--- config.mk ---
export PLATFORM = sky130hd
export DESIGN_NAME = ex_fu_sched
export DESIGN_NICKNAME = d
export VERILOG_FILES = /design/src/rtl/ex_fu_sched.sv
export SDC_FILE = /design/constraint.sdc
export NUM_CORES = 1
export LEC_CHECK = 0
export CAP_MARGIN = 20
export CORE_MARGIN = 10
export CORE_UTILIZATION = 45
export CTS_CLUSTER_SIZE = 8
export DETAILED_ROUTE_END_ITERATION = 10
export HOLD_SLACK_MARGIN = 0.06
export PLACE_DENSITY = 0.71
export SLEW_MARGIN = 20
export SYNTH_ARGS = -nofsm -noshare
export SYNTH_HDL_FRONTEND = slang
export SYNTH_SLANG_ARGS = --single-unit
--- constraint.sdc ---
create_clock -name clock -period 11.4 [get_ports clock]
set_clock_uncertainty 0.2 [all_clocks]
set_input_delay 2.28 -clock clock [delete_from_list [all_inputs] [get_ports clock]]
set_output_delay 2.28 -clock clock [all_outputs]
set_load 0.005 [all_outputs]
--- src/rtl/ex_fu_sched.sv ---
// EX-stage scheduler: tracks ALU / pipelined MULT / LOAD work and round-robins one completion bus (CDB).
// Latency: ALU issue->CDB 1 cycle, MULT MULT_LAT+1 cycles minimum, LOAD 1 cycle after the load response.
// Backpressure: issue_ready drops while the target unit is busy; a held MULT buffer freezes the whole pipe.
// Ports: clock/reset, flush; issue_valid/fu/tag/rob_idx -> issue_ready; alu_result_in; mult_advance and
//        mult_result_in; ld_req_valid/ld_req_grant/ld_resp_valid/ld_resp_data; cdb_valid/tag/rob_idx/data.
module ex_fu_sched #(
    parameter int XLEN     = 32,
    parameter int TAG_W    = 6,
    parameter int ROB_W    = 5,
    parameter int MULT_LAT = 4
) (
    input  logic             clock,
    input  logic             reset,
    input  logic             flush,
    input  logic             issue_valid,
    input  logic [1:0]       issue_fu,
    input  logic [TAG_W-1:0] issue_tag,
    input  logic [ROB_W-1:0] issue_rob_idx,
    output logic             issue_ready,
    input  logic [XLEN-1:0]  alu_result_in,
    output logic             mult_advance,
    input  logic [XLEN-1:0]  mult_result_in,
    output logic             ld_req_valid,
    input  logic             ld_req_grant,
    input  logic             ld_resp_valid,
    input  logic [XLEN-1:0]  ld_resp_data,
    output logic             cdb_valid,
    output logic [TAG_W-1:0] cdb_tag,
    output logic [ROB_W-1:0] cdb_rob_idx,
    output logic [XLEN-1:0]  cdb_data
);
    typedef struct packed {
        logic [TAG_W-1:0] tag;
        logic [ROB_W-1:0] rob;
    } ctx_t;

    typedef struct packed {
        ctx_t            ctx;
        logic [XLEN-1:0] dat;
    } res_t;

    typedef enum logic [2:0] {LD_IDLE, LD_REQ, LD_WAIT, LD_DONE, LD_DRAIN} ld_state_t;

    ld_state_t           ld_state, ld_state_nxt;
    logic                alu_vld, mult_vld;
    res_t                alu_buf, mult_buf, ld_buf, cdb_res;
    logic [MULT_LAT-1:0] pipe_vld;
    ctx_t                pipe_ctx [MULT_LAT];
    logic [1:0]          rr_ptr, rr_ptr_nxt;
    logic [2:0]          src_vld, grant;
    logic                acc_alu, acc_mult, acc_ld;
    ctx_t                issue_ctx;

    assign issue_ctx = '{tag: issue_tag, rob: issue_rob_idx};

    // Source index: 0 = ALU, 1 = MULT, 2 = LOAD. The load buffer is full exactly in DONE.
    assign src_vld = {ld_state == LD_DONE, mult_vld, alu_vld};

    // Round-robin: scan from rr_ptr, first valid source wins, pointer moves past the winner.
    always_comb begin : cdb_arb
        int   idx;
        logic found;
        grant      = '0;
        rr_ptr_nxt = rr_ptr;
        found      = 1'b0;
        idx        = 0;
        for (int k = 0; k < 3; k++) begin
            idx = int'(rr_ptr) + k;
            if (idx >= 3) idx = idx - 3;
            if (!flush && !found && src_vld[idx]) begin
                grant[idx] = 1'b1;
                found      = 1'b1;
                rr_ptr_nxt = (idx == 2) ? 2'd0 : 2'(idx + 1);
            end
        end
    end

    always_comb begin
        cdb_res = alu_buf;
        if (grant[1])      cdb_res = mult_buf;
        else if (grant[2]) cdb_res = ld_buf;
    end

    assign cdb_valid   = |grant;
    assign cdb_tag     = cdb_res.ctx.tag;
    assign cdb_rob_idx = cdb_res.ctx.rob;
    assign cdb_data    = cdb_res.dat;

    // The pipe only moves when its last stage has somewhere to land.
    assign mult_advance = !mult_vld || grant[1];
    assign ld_req_valid = (ld_state == LD_REQ);

    always_comb begin
        issue_ready = 1'b0;
        unique case (issue_fu)
            2'd0:    issue_ready = !alu_vld || grant[0];
            2'd1:    issue_ready = mult_advance;
            2'd2:    issue_ready = (ld_state == LD_IDLE);
            default: issue_ready = 1'b0;
        endcase
    end

    assign acc_alu  = issue_valid && issue_ready && !flush && (issue_fu == 2'd0);
    assign acc_mult = issue_valid && issue_ready && !flush && (issue_fu == 2'd1);
    assign acc_ld   = issue_valid && issue_ready && !flush && (issue_fu == 2'd2);

    // Load FSM. A flush with a response still owed parks in DRAIN so that stale
    // response can never complete a later load.
    always_comb begin
        ld_state_nxt = ld_state;
        unique case (ld_state)
            LD_IDLE:  if (acc_ld) ld_state_nxt = LD_REQ;
            LD_REQ: begin
                if (flush)             ld_state_nxt = ld_req_grant ? LD_DRAIN : LD_IDLE;
                else if (ld_req_grant) ld_state_nxt = LD_WAIT;
            end
            LD_WAIT: begin
                if (flush)              ld_state_nxt = ld_resp_valid ? LD_IDLE : LD_DRAIN;
                else if (ld_resp_valid) ld_state_nxt = LD_DONE;
            end
            LD_DONE:  if (flush || grant[2]) ld_state_nxt = LD_IDLE;
            LD_DRAIN: if (ld_resp_valid)     ld_state_nxt = LD_IDLE;
            default:  ld_state_nxt = LD_IDLE;
        endcase
    end

    always_ff @(posedge clock) begin
        if (reset) begin
            ld_state <= LD_IDLE;
            rr_ptr   <= 2'd0;
            alu_vld  <= 1'b0;
            mult_vld <= 1'b0;
            pipe_vld <= '0;
        end else begin
            ld_state <= ld_state_nxt;
            rr_ptr   <= rr_ptr_nxt;
            if (flush) begin
                alu_vld  <= 1'b0;
                mult_vld <= 1'b0;
                pipe_vld <= '0;
            end else begin
                alu_vld <= acc_alu || (alu_vld && !grant[0]);
                if (mult_advance) begin
                    mult_vld <= pipe_vld[MULT_LAT-1];
                    for (int i = MULT_LAT - 1; i > 0; i--) pipe_vld[i] <= pipe_vld[i-1];
                    pipe_vld[0] <= acc_mult;
                end
            end
        end
    end

    // Payload registers carry no reset: they are only observed behind their valids.
    always_ff @(posedge clock) begin
        if (acc_alu) alu_buf <= '{ctx: issue_ctx, dat: alu_result_in};
        if (mult_advance) begin
            mult_buf <= '{ctx: pipe_ctx[MULT_LAT-1], dat: mult_result_in};
            for (int i = MULT_LAT - 1; i > 0; i--) pipe_ctx[i] <= pipe_ctx[i-1];
            pipe_ctx[0] <= issue_ctx;
        end
        if (acc_ld) ld_buf.ctx <= issue_ctx;
        if (ld_state == LD_WAIT && ld_resp_valid) ld_buf.dat <= ld_resp_data;
    end

endmodule
==> qor.log, run 1 <==
qor: run_status.run_status complete, no violations
qor: timing.rsz0062_at_grt false
qor: worst_setup_path.critical_path.reg2reg.startpoint rr_ptr[0]
qor: place.place.port_buffers 161
qor: timing.fin_tns_setup 0 ns
qor: synthesis.synth_async_sr_flop_share 0%
qor: synthesis.synthesis.yosys.warnings 0
qor: place.dpl-instance-area 10,290 sq um
qor: synthesis.synth_edf_count 173
qor: cts.later_pin_clock_latency_in_the_skew_report 0.43 ns
qor: cts.quantity_of_hold_fixing_buffers_added_after_cts 0
qor: worst_setup_path.timing.reg2reg.setup_slack 7.36 ns
qor: worst_setup_path.number_of_cells_on_the_worst_reg_to_reg_path 9
qor: cts.cts_htree_levels 4
qor: synthesis.post_synth.cell_area_avg 14.23 sq um
qor: synthesis.ys_seq_area_share 63.53%
qor: hold_path.hold_path_depth 0
qor: drt.drtAntennaViolNets 0
qor: cts.clkSlewWorstSetupHoldPaths 0.06 ns
qor: die.top_level_ports 162
qor: drt.remaining_drc_errors 0
qor: timing.setup-violations-final 0
qor: power.pwr_density_cell 137.1 nW/um^2
qor: worst_setup_path.cp.required 8.92 ns
qor: drt.vias 5,494
qor: hold_path.hold_path_class reg -> reg
qor: die.die_width 157.6 um
qor: synthesis.post_synthesis_sequential_element_count 184
qor: worst_setup_path.endpoint_kind output pin
qor: die.chipHeight 157.6 um
qor: worst_setup_path.criticalPathCategory in -> out
qor: cts.clock_sinks 184
qor: place.place_hpwl 13,620 um
qor: drt.m1WireLength 8991 um
qor: die.fp.dieArea 24,850 sq um
qor: power.worst_case_vdd_ir_drop 113.0 uV
qor: cts.cts_tree yes
qor: worst_setup_path.crit-reg2reg-capture mult_buf[37]
qor: timing.achievable-frequency 118.0 MHz
qor: cts.root_buffer clkbuf_16
qor: global_route.antenna_found_initial 1
qor: timing.layout_min_cycle_time 8.475 ns
qor: synthesis.yosysUniqueCellTypes 54
qor: cts.postCtsResizedCells 0
qor: job.cap_viol_max_count 0
qor: drt.route.detailed.vias_per_inst 5.561
qor: synthesis.synth_fp_nets 718
qor: timing.timing.max_slew.rel_slack 34.06%
qor: final_layout.finalNetCount 861
qor: worst_setup_path.critPathMaxFanout 21
qor: timing.tightestPinTransition 0.9891 ns
qor: global_route.grt_first_pass_wirelength 32,910 um
qor: drt.wl_met2 9977 um
qor: place.gp_congestion 0.8060
qor: drt.highest_layer met4
qor: power.p_leak 4.420 nW
qor: synthesis.post_synth_instance_area 8523 sq um
qor: global_route.gr-usage-all-layers 16.99%
qor: drt.wl_met3 1832 um
qor: timing.finalCritPeriodShare 74.34%
qor: hold_path.worstHoldEndpoint pipe_ctx[1][4]
qor: worst_setup_path.cp-start-kind primary input
qor: global_route.grt.overflow.total 0
qor: final_layout.proportion_of_layout_cells_with_a_drive_suffix_above_1 13.68%
qor: cts.cts.path.max_buffers 2
qor: synthesis.post_synth_inst_count 599
qor: synthesis.synth_top_flop_cell edfxtp_1
qor: drt.drt_iter0_markers 501
qor: cts.cts_post_setup_buffers_inserted 0
qor: final_layout.post-route-cell-area 10,940 sq um
qor: worst_setup_path.worst-endpoint-arrival 5.99 ns
qor: drt.wl 20,930 um
qor: global_route.first_global_vias 5,777
qor: cts.cts_buffers 17
qor: die.floorplan.rows 50
qor: final_layout.growth_of_design_area_from_synthesis_to_finish 28.33%
qor: timing.worst_hold_slack 0.2168 ns
qor: die.core-area 18,640 sq um
qor: timing.finalMaxSlewViolations 0
qor: power.power 1.500 mW
qor: hold_path.worst_hold_startpoint pipe_ctx[0][4]
qor: drt.detailedRoute.firstPassIterationCount 4
qor: global_route.grt_start_max_net_pins 133
qor: die.initial_standard_cell_utilization_of_the_core 45.72%
qor: drt.drt-wirelength-per-cell 21.18 um
qor: timing.final_hold_viol_count 0
kinds of logic after synthesis:
kind of cell,count (synthesis),share of synthesized area [%]
AOI/OAI and AO/OA,124,12.27
adders and majority gates,4,0.5872
buffers and inverters,102,5.505
DFF,184,63.53
muxes,50,8.221
and+or+nand+nor,135,9.880
critical path, stage by stage:
cell	delay, ns
clkdlybuf4s50_1	0.78
nand4bb_4	0.49
o32ai_2	0.40
a21oi_2	0.21
a21oi_4	0.50
buf_4	0.46
mux2_2	0.39
clkdlybuf4s50_1	0.45
Yosys cell counts (3+ instances only):
cell	count	area share, %
edfxtp_1	173	61
inv_1	53	2.3
nor4_1	46	3.4
a21boi_0	45	4.0
a211o_1	43	4.4
and3_1	43	3.2
mux2_4	39	6.9
clkbuf_1	24	1.1
buf_2	15	0.88
dfxtp_1	11	2.6
nand2_1	11	0.48
buf_6	8	1.1
mux2i_1	7	0.82
nor2_1	6	0.26
nand3_1	5	0.29
nor3_1	5	0.29
a21oi_1	4	0.23
ha_1	4	0.59
mux2_2	4	0.53
or3_1	4	0.29
nand2b_1	3	0.22
nor3b_1	3	0.26
o21ai_0	3	0.18
o32ai_2	3	0.57
stage by stage:
| stage | std cells | utilization [%] | worst slack [ns] |
|---|---|---|---|
| 2_1_floorplan | 599 | - | 3.730 |
| 3_3_place_gp | 956 | 55.17 | 2.477 |
| 3_5_place_dp | 956 | 55.17 | 2.437 |
| 4_1_cts | 986 | 58.49 | 2.420 |
| 5_1_grt | 987 | 58.66 | 2.736 |
| 6_report | 988 | 58.67 | 2.925 |
area by class of cell:
cell class	count	area, sq um
sequential	184	5415
clock inverter	13	192.7
multi-input combinational	313	2684
antenna	1	2.502
fill	1469	7705
inverter	53	200.2
tap	234	292.8
timing repair buffer	173	1725
clock buffer	17	425.4
flip-flops by register name, indices dropped and copies added (netlist names):
name      cells
ld_buf       43
rr_ptr        2
pipe_vld      4
mult_buf     43
alu_buf      43
mult_vld      1
pipe_ctx     44
ld_state      3
alu_vld       1
power by group:
group / switching (mW) / internal (mW) / total, mW
registers: 0.00925 / 0.761 / 0.770
clock network: 0.257 / 0.369 / 0.626
logic: 0.0367 / 0.0671 / 0.104
total: 0.303 / 1.20 / 1.50
layout by cell type (no fill, tap or decap), types with 3 or more instances in the layout:
| cell type | netlist | layout |
|---|---|---|
| a211o_1 | 43 | 43 |
| a21boi_0 | 45 | 45 |
| a21oi_1 | 4 | 4 |
| and3_1 | 43 | 43 |
| buf_4 | 2 | 10 |
| bufinv_16 | 0 | 4 |
| clkbuf_16 | 0 | 17 |
| clkdlybuf4s50_1 | 0 | 161 |
| clkinv_2 | 0 | 3 |
| dfxtp_1 | 11 | 11 |
| edfxtp_1 | 173 | 173 |
| ha_1 | 4 | 4 |
| inv_1 | 53 | 52 |
| inv_6 | 0 | 4 |
| mux2_2 | 4 | 4 |
| mux2_4 | 39 | 39 |
| mux2i_1 | 7 | 7 |
| nand2_1 | 11 | 10 |
| nand2b_1 | 3 | 3 |
| nand3_1 | 5 | 5 |
| nor2_1 | 6 | 6 |
| nor3_1 | 5 | 4 |
| nor4_1 | 46 | 45 |
| o21ai_0 | 3 | 3 |
| or3_1 | 4 | 3 |
worst max path at each step:
stage	from	end	slack [ns]	cells after the start
2_1_floorplan	flush	mult_advance	3.73	6
3_3_place_gp	flush	cdb_data[18]	2.48	8
3_5_place_dp	flush	cdb_data[18]	2.44	8
4_1_cts	flush	cdb_data[18]	2.42	8
5_1_grt	flush	cdb_data[18]	2.74	8
6_report	flush	cdb_data[18]	2.93	8
per-layer routing:
| metal | global-route usage [%] | vias to the layer above |
|---|---|---|
| met3 | 5.427 | 9 |
| met5 | 0 | - |
| met2 | 26.82 | 187 |
| met1 | 22.00 | 2693 |
| met4 | 4.764 | 0 |
| li1 | - | 2605 |
(Power assumes the default switching activity.)
==> run 2: changes to the inputs <==
Clock period 11.4 ns to 7.8 ns, I/O delays scaled along.
==> run 2 against run 1 <==
Compared with the run above: clock power is 44% higher; routed wire length shrank 1.9%; register-to-register slack got worse by 3.2 ns; critical path depth decreased by 1; cell count is 0.10% higher; critical endpoint is now cdb_data[9].
==> qor.log, run 2 (synthesized netlist as in run 1, its figures left out) <==
qor: place.detailedPlace.worstSlack 1.035 ns [-1.402 ns]
qor: power.pwr-share-clk 41.3% [-0.4 points]
qor: die.floorplan.rows 50 [unchanged]
qor: worst_setup_path.worst-endpoint-arrival 5.00 ns [-0.99 ns]
qor: worst_setup_path.timing.reg2reg.setup_slack 4.20 ns [-3.16 ns]
qor: global_route.grt_start_max_net_pins 132 [-0.75%]
qor: final_layout.insertedDiodeCount 0 [-1]
qor: drt.drtAntennaViolNets 0 [unchanged]
qor: cts.cts.path.max_buffers 2 [unchanged]
qor: hold_path.worst_hold_startpoint pipe_ctx[3][7]
qor: run_status.run_status complete, no violations
qor: cts.cts_tree yes
qor: timing.achievable-frequency 147.9 MHz
qor: hold_path.worstHoldEndpoint mult_buf[39]
qor: drt.drt_iter0_markers 280 [-44%]
qor: die.initial_standard_cell_utilization_of_the_core 45.72% [unchanged]
qor: worst_setup_path.critical-path-max-stage-delay 0.94 ns [+0.16 ns]
qor: timing.tightestPinTransition 0.9810 ns [-0.008100 ns]
qor: hold_path.hold_path_class reg -> reg
qor: worst_setup_path.critical_path.reg2reg.startpoint rr_ptr[0]
qor: timing.layout_min_cycle_time 6.763 ns
qor: power.p_leak 4.411 nW [-0.21%]
qor: hold_path.hold_path_depth 0 [unchanged]
qor: drt.wl 20,540 um [-1.9%]
qor: worst_setup_path.number_of_cells_on_the_worst_reg_to_reg_path 8 [-1]
qor: final_layout.proportion_of_layout_cells_with_a_drive_suffix_above_1 13.91% [+0.23 points]
qor: worst_setup_path.cp-start-kind primary input
qor: worst_setup_path.critPathMaxFanout 43 [+100%]
qor: drt.wl_met3 1671 um [-8.8%]
qor: power.pwr_density_cell 199.2 nW/um^2 [+45%]
qor: drt.drt-wirelength-per-cell 20.77 um [-2.0%]
qor: worst_setup_path.cp.required 6.04 ns [-2.88 ns]
qor: global_route.antenna_found_initial 0 [-1]
qor: place.place.port_buffers 161 [unchanged]
qor: final_layout.final_cell_mix 173 x edfxtp_1, 161 x clkdlybuf4s50_1, 52 x inv_1
qor: global_route.first_global_vias 5,806 [+0.50%]
qor: worst_setup_path.criticalPathCategory in -> out
qor: worst_setup_path.cpMaxStageDelayCell clkdlybuf4s50_1
qor: drt.highest_layer met4
qor: global_route.grt_first_pass_wirelength 31,510 um [-4.3%]
qor: final_layout.post-route-cell-area 10,940 sq um [about the same]
qor: power.switching_share 21.88% [+1.7 points]
qor: final_layout.largest_register_ff_count 44 [unchanged]
qor: cts.later_pin_clock_latency_in_the_skew_report 0.43 ns [about the same]
qor: cts.clock_sinks 184 [unchanged]
qor: cts.postCtsResizedCells 0 [unchanged]
qor: global_route.grt.overflow.total 0 [unchanged]
qor: timing.setup-violations-final 0 [unchanged]
qor: power.p_int 1.702 mW [+42%]
qor: die.fp.dieArea 24,850 sq um [unchanged]
qor: worst_setup_path.critical_path.cell_chain clkdlybuf4s50_1 -> nand4bb_4 -> a2111oi_4 -> or3_2 -> a211o_1 -> mux2_4 -> clkdlybuf4s50_1
qor: job.cap_viol_max_count 0 [unchanged]
qor: drt.wl_met2 9871 um [-1.1%]
qor: place.dpl-instance-area 10,290 sq um [unchanged]
qor: timing.finalCritPeriodShare 86.71%
qor: timing.fin_tns_setup 0 ns [unchanged]
qor: cts.cts_post_setup_buffers_inserted 0 [unchanged]
qor: die.core-area 18,640 sq um [unchanged]
qor: cts.cts_htree_levels 4 [unchanged]
qor: timing.timing.max_slew.rel_slack 34.60% [+0.54 points]
qor: drt.route.detailed.vias_per_inst 5.641 [+1.4%]
qor: cts.quantity_of_hold_fixing_buffers_added_after_cts 0 [unchanged]
qor: worst_setup_path.crit_path_frequent_cell clkdlybuf4s50_1
qor: cts.root_buffer clkbuf_16
qor: final_layout.max_flop_register pipe_ctx
qor: timing.finalMaxSlewViolations 0 [unchanged]
qor: final_layout.finalNetCount 861 [unchanged]
qor: drt.m1WireLength 8572 um [-4.7%]
qor: die.top_level_ports 162 [unchanged]
qor: drt.detailedRoute.firstPassIterationCount 4 [unchanged]
qor: power.worst_case_vdd_ir_drop 167.3 uV [+48%]
qor: final_layout.growth_of_design_area_from_synthesis_to_finish 28.32% [about the same]
qor: timing.rsz0062_at_grt false
qor: place.gp_congestion 0.8360 [+3.7%]
qor: die.chipHeight 157.6 um [unchanged]
qor: worst_setup_path.endpoint_kind output pin
qor: cts.cts_buffers 17 [unchanged]
qor: drt.vias 5,579 [+1.5%]
qor: power.net-switching-power 476.5 uW [+57%]
qor: global_route.gr-usage-all-layers 16.55% [-0.44 points]
qor: drt.remaining_drc_errors 0 [unchanged]
qor: power.power_frac_seq 51.6% [+0.2 points]
qor: cts.clkSlewWorstSetupHoldPaths 0.08 ns [+0.02 ns]
qor: power.power 2.178 mW [+45%]
qor: timing.final_hold_viol_count 0 [unchanged]
qor: place.place_hpwl 13,160 um [-3.4%]
qor: worst_setup_path.crit-reg2reg-capture pipe_ctx[2][0]
qor: power.power.share.combinational 7.0% [about the same]
qor: die.die_width 157.6 um [unchanged]
qor: final_layout.mostFrequentLayoutCell edfxtp_1
qor: timing.post-route-worst-setup-slack 1.037 ns [-1.889 ns]
run 2: critical path: cells and delay by family:
family	cells	cell delay (ns)
buffers and inverters	2	1.39
and+or+nand+nor	2	1.24
AOI/OAI and AO/OA	2	0.52
muxes	1	0.27
run 2: per-stage QoR:
step / instances / hold slack, ns / utilization [%]
final: 989 / 0.2154 / 58.66
after floorplan: 599 / 0.2003 / -
after global placement: 956 / 0.2015 / 55.17
after detailed placement: 956 / 0.2057 / 55.17
after global routing: 989 / 0.2250 / 58.66
after CTS: 988 / 0.2200 / 58.54
run 2: how the worst max path moves through the flow:
stage / start / end / depth (start not counted)
4_1_cts: flush / cdb_data[6] / 7
5_1_grt: flush / cdb_data[31] / 8
2_1_floorplan: flush / alu_buf[0] / 6
3_3_place_gp: flush / cdb_data[9] / 7
3_5_place_dp: flush / cdb_data[6] / 7
6_report: flush / cdb_data[9] / 7
run 2: layout make-up:
class,instances,area [sq um]
clock buffers,17,425.4
fillers,1446,7706
multi-input cells,313,2684
well taps,234,292.8
inverters,53,200.2
flip-flops and latches,184,5415
repair buffers,173,1718
clock inverters,15,201.4
run 2: layer usage:
metal / track usage, % / vias to the layer above
met5: 0 / -
met1: 19.88 / 2722
li1: - / 2610
met3: 5.862 / 30
met2: 26.92 / 217
met4: 5.922 / 0
run 2: power by group through the flow:
| stage | logic [mW] | registers [mW] | clock network [mW] |
|---|---|---|---|
| floorplan | 0.0592 | 1.14 | 0 |
| CTS | 0.153 | 1.12 | 0.920 |
| finish | 0.153 | 1.12 | 0.901 |
| global route | 0.164 | 1.13 | 0.959 |
| detailed placement | 0.152 | 1.15 | 0 |
| global placement | 0.149 | 1.14 | 0 |
==> run 3: changes to the inputs <==
Settings changed: ABC_AREA set to 0, CAP_MARGIN 20 to 5, RECOVER_POWER set to 100.
==> run 3 against run 2 <==
Compared with the run above: the flow now finishes with violations (capacitance limit, slew limit); power shrank 0.70%; setup slack lost 0.34 ns; combinational power down 11%; register-to-register slack got worse by 1.6 ns; cell count grew 0.40%; first-iteration DRC count is 5.4% higher; die area is the same; utilization shrank 0.38 points; sequential power barely moved; design area fell by 0.64%; clock-buffer cell count is the same.
==> qor.log, run 3 (synthesized netlist as in run 1, its figures left out) <==
qor: final_layout.finalNetCount 861 [unchanged]
qor: die.chipHeight 157.6 um [unchanged]
qor: cts.quantity_of_hold_fixing_buffers_added_after_cts 0 [unchanged]
qor: die.fp.dieArea 24,850 sq um [unchanged]
qor: timing.finalCritPeriodShare 91.06% [+4.4 points]
qor: power.pwr_density_cell 199.0 nW/um^2 [about the same]
qor: cts.cts_post_setup_buffers_inserted 0 [unchanged]
qor: timing.tightestPinTransition 2.589 ns [+1.608 ns]
qor: timing.achievable-frequency 140.8 MHz [-4.8%]
qor: timing.layout_min_cycle_time 7.103 ns [+0.3393 ns]
qor: timing.final_hold_viol_count 0 [unchanged]
qor: global_route.grt_start_max_net_pins 132 [unchanged]
qor: drt.wl 20,590 um [+0.25%]
qor: cts.cts.path.max_buffers 2 [unchanged]
qor: timing.fin_tns_setup 0 ns [unchanged]
qor: worst_setup_path.critical-path-max-stage-delay 0.79 ns [-0.15 ns]
qor: hold_path.hold_path_class reg -> reg
qor: worst_setup_path.cp-start-kind primary input
qor: die.initial_standard_cell_utilization_of_the_core 45.72% [unchanged]
qor: final_layout.proportion_of_layout_cells_with_a_drive_suffix_above_1 12.58% [-1.3 points]
qor: cts.clkSlewWorstSetupHoldPaths 0.08 ns [about the same]
qor: power.p_leak 4.423 nW [+0.27%]
qor: job.cap_viol_max_count 3 [+3]
qor: place.dpl-instance-area 10,290 sq um [unchanged]
qor: drt.drt_iter0_markers 295 [+5.4%]
qor: hold_path.worst_hold_startpoint pipe_ctx[3][7]
qor: drt.vias 5,580 [+0.018%]
qor: worst_setup_path.critical_path.reg2reg.startpoint rr_ptr[0]
qor: final_layout.final_cell_mix 173 x edfxtp_1, 155 x dlygate4sd3_1, 52 x inv_1
qor: final_layout.largest_register_ff_count 44 [unchanged]
qor: worst_setup_path.critical_path.cell_chain dlygate4sd3_1 -> nand4bb_1 -> o32ai_1 -> a21oi_1 -> a21oi_4 -> buf_4 -> mux2_2 -> dlygate4sd3_1
qor: final_layout.growth_of_design_area_from_synthesis_to_finish 27.50%
qor: cts.cts_buffers 17 [unchanged]
qor: place.gp_congestion 0.8360 [unchanged]
qor: cts.root_buffer clkbuf_16
qor: worst_setup_path.crit_path_frequent_cell dlygate4sd3_1
qor: final_layout.post-route-cell-area 10,870 sq um [-0.64%]
qor: place.place.port_buffers 161 [unchanged]
qor: worst_setup_path.timing.reg2reg.setup_slack 2.58 ns [-1.62 ns]
qor: die.core-area 18,640 sq um [unchanged]
qor: worst_setup_path.cp.required 6.04 ns [about the same]
qor: worst_setup_path.critPathMaxFanout 23 [-47%]
qor: cts.cts_tree yes
qor: drt.drt-wirelength-per-cell 20.74 um [-0.16%]
qor: run_status.run_status finished with violations
qor: timing.rsz0062_at_grt false
qor: global_route.first_global_vias 5,806 [unchanged]
qor: cts.postCtsResizedCells 0 [unchanged]
qor: drt.route.detailed.vias_per_inst 5.619 [-0.38%]
qor: cts.clock_sinks 184 [unchanged]
qor: global_route.antenna_found_initial 3 [+3]
qor: worst_setup_path.worst-endpoint-arrival 5.34 ns [+0.34 ns]
qor: cts.cts_htree_levels 4 [unchanged]
qor: die.top_level_ports 162 [unchanged]
qor: drt.detailedRoute.firstPassIterationCount 4 [unchanged]
qor: final_layout.mostFrequentLayoutCell edfxtp_1
qor: timing.timing.max_slew.rel_slack -72.63% [-110 points]
qor: global_route.grt.overflow.total 0 [unchanged]
qor: timing.setup-violations-final 0 [unchanged]
qor: cts.later_pin_clock_latency_in_the_skew_report 0.43 ns [about the same]
qor: worst_setup_path.cp_startpoint flush
qor: global_route.grt_first_pass_wirelength 31,510 um [unchanged]
qor: global_route.gr-usage-all-layers 16.55% [unchanged]
qor: worst_setup_path.criticalPathCategory in -> out
qor: timing.finalMaxSlewViolations 165 [+165]
qor: worst_setup_path.endpoint_kind output pin
qor: run_status.violations capacitance limit, slew limit
qor: drt.remaining_drc_errors 0 [unchanged]
qor: die.floorplan.rows 50 [unchanged]
qor: final_layout.max_flop_register pipe_ctx
qor: power.worst_case_vdd_ir_drop 166.8 uV [-0.33%]
qor: drt.drtAntennaViolNets 0 [unchanged]
qor: worst_setup_path.cpMaxStageDelayCell dlygate4sd3_1
qor: die.die_width 157.6 um [unchanged]
qor: place.place_hpwl 13,160 um [unchanged]
==> run 3: worst max-delay path, delay by kind of cell <==
kind | cells | cell delay (ns)
simple gates | 1 | 0.47
compound gates | 3 | 1.11
buf+inv | 3 | 1.79
mux | 1 | 0.40
==> run 3: final timing paths <==
| path | cells past startpoint | to |
|---|---|---|
| worst max register to register | 8 | pipe_ctx[2][0] |
| worst min-delay path | 0 | mult_buf[39] |
| worst min register to register | 0 | mult_buf[39] |
| worst max-delay path | 8 | cdb_rob_idx[0] |
==> run 3: layout make-up <==
| class | instances | area (sq um) |
|---|---|---|
| inverter | 53 | 200.2 |
| sequential | 184 | 5415 |
| clock inverter | 15 | 201.4 |
| tap | 234 | 292.8 |
| antenna | 4 | 10.01 |
| timing repair buffer | 173 | 1700 |
| fill | 1458 | 7776 |
| multi-input combinational | 313 | 2621 |
| clock buffer | 17 | 425.4 |
==> run 3: power by group <==
part | total, mW | internal, mW | switching (mW)
sequential | 1.12 | 1.11 | 0.0124
combinational | 0.136 | 0.0827 | 0.0534
clock | 0.902 | 0.492 | 0.411
total | 2.16 | 1.69 | 0.476
==> run 3: layer usage <==
layer / GRT usage, % / vias to the layer above / part of all wire, %
li1: - / 2618 / -
met1: 19.88 / 2728 / 42
met2: 26.92 / 204 / 48
met3: 5.862 / 30 / 7.7
met4: 5.922 / 0 / 1.9
met5: 0 / - / 0
==> run 3: per-stage QoR <==
step / power (mW) / hold WS [ns] / instances / utilization (%) / setup WS, ns
6_report: 2.163 / 0.2124 / 993 / 58.29 / 0.6973
5_1_grt: 2.234 / 0.2250 / 991 / 58.26 / 0.4721
4_1_cts: 2.198 / 0.2200 / 988 / 58.54 / 1.027
3_5_place_dp: 1.299 / 0.2057 / 956 / 55.17 / 1.035
3_3_place_gp: 1.294 / 0.2015 / 956 / 55.17 / 1.120
2_1_floorplan: 1.200 / 0.2003 / 599 / - / 1.249
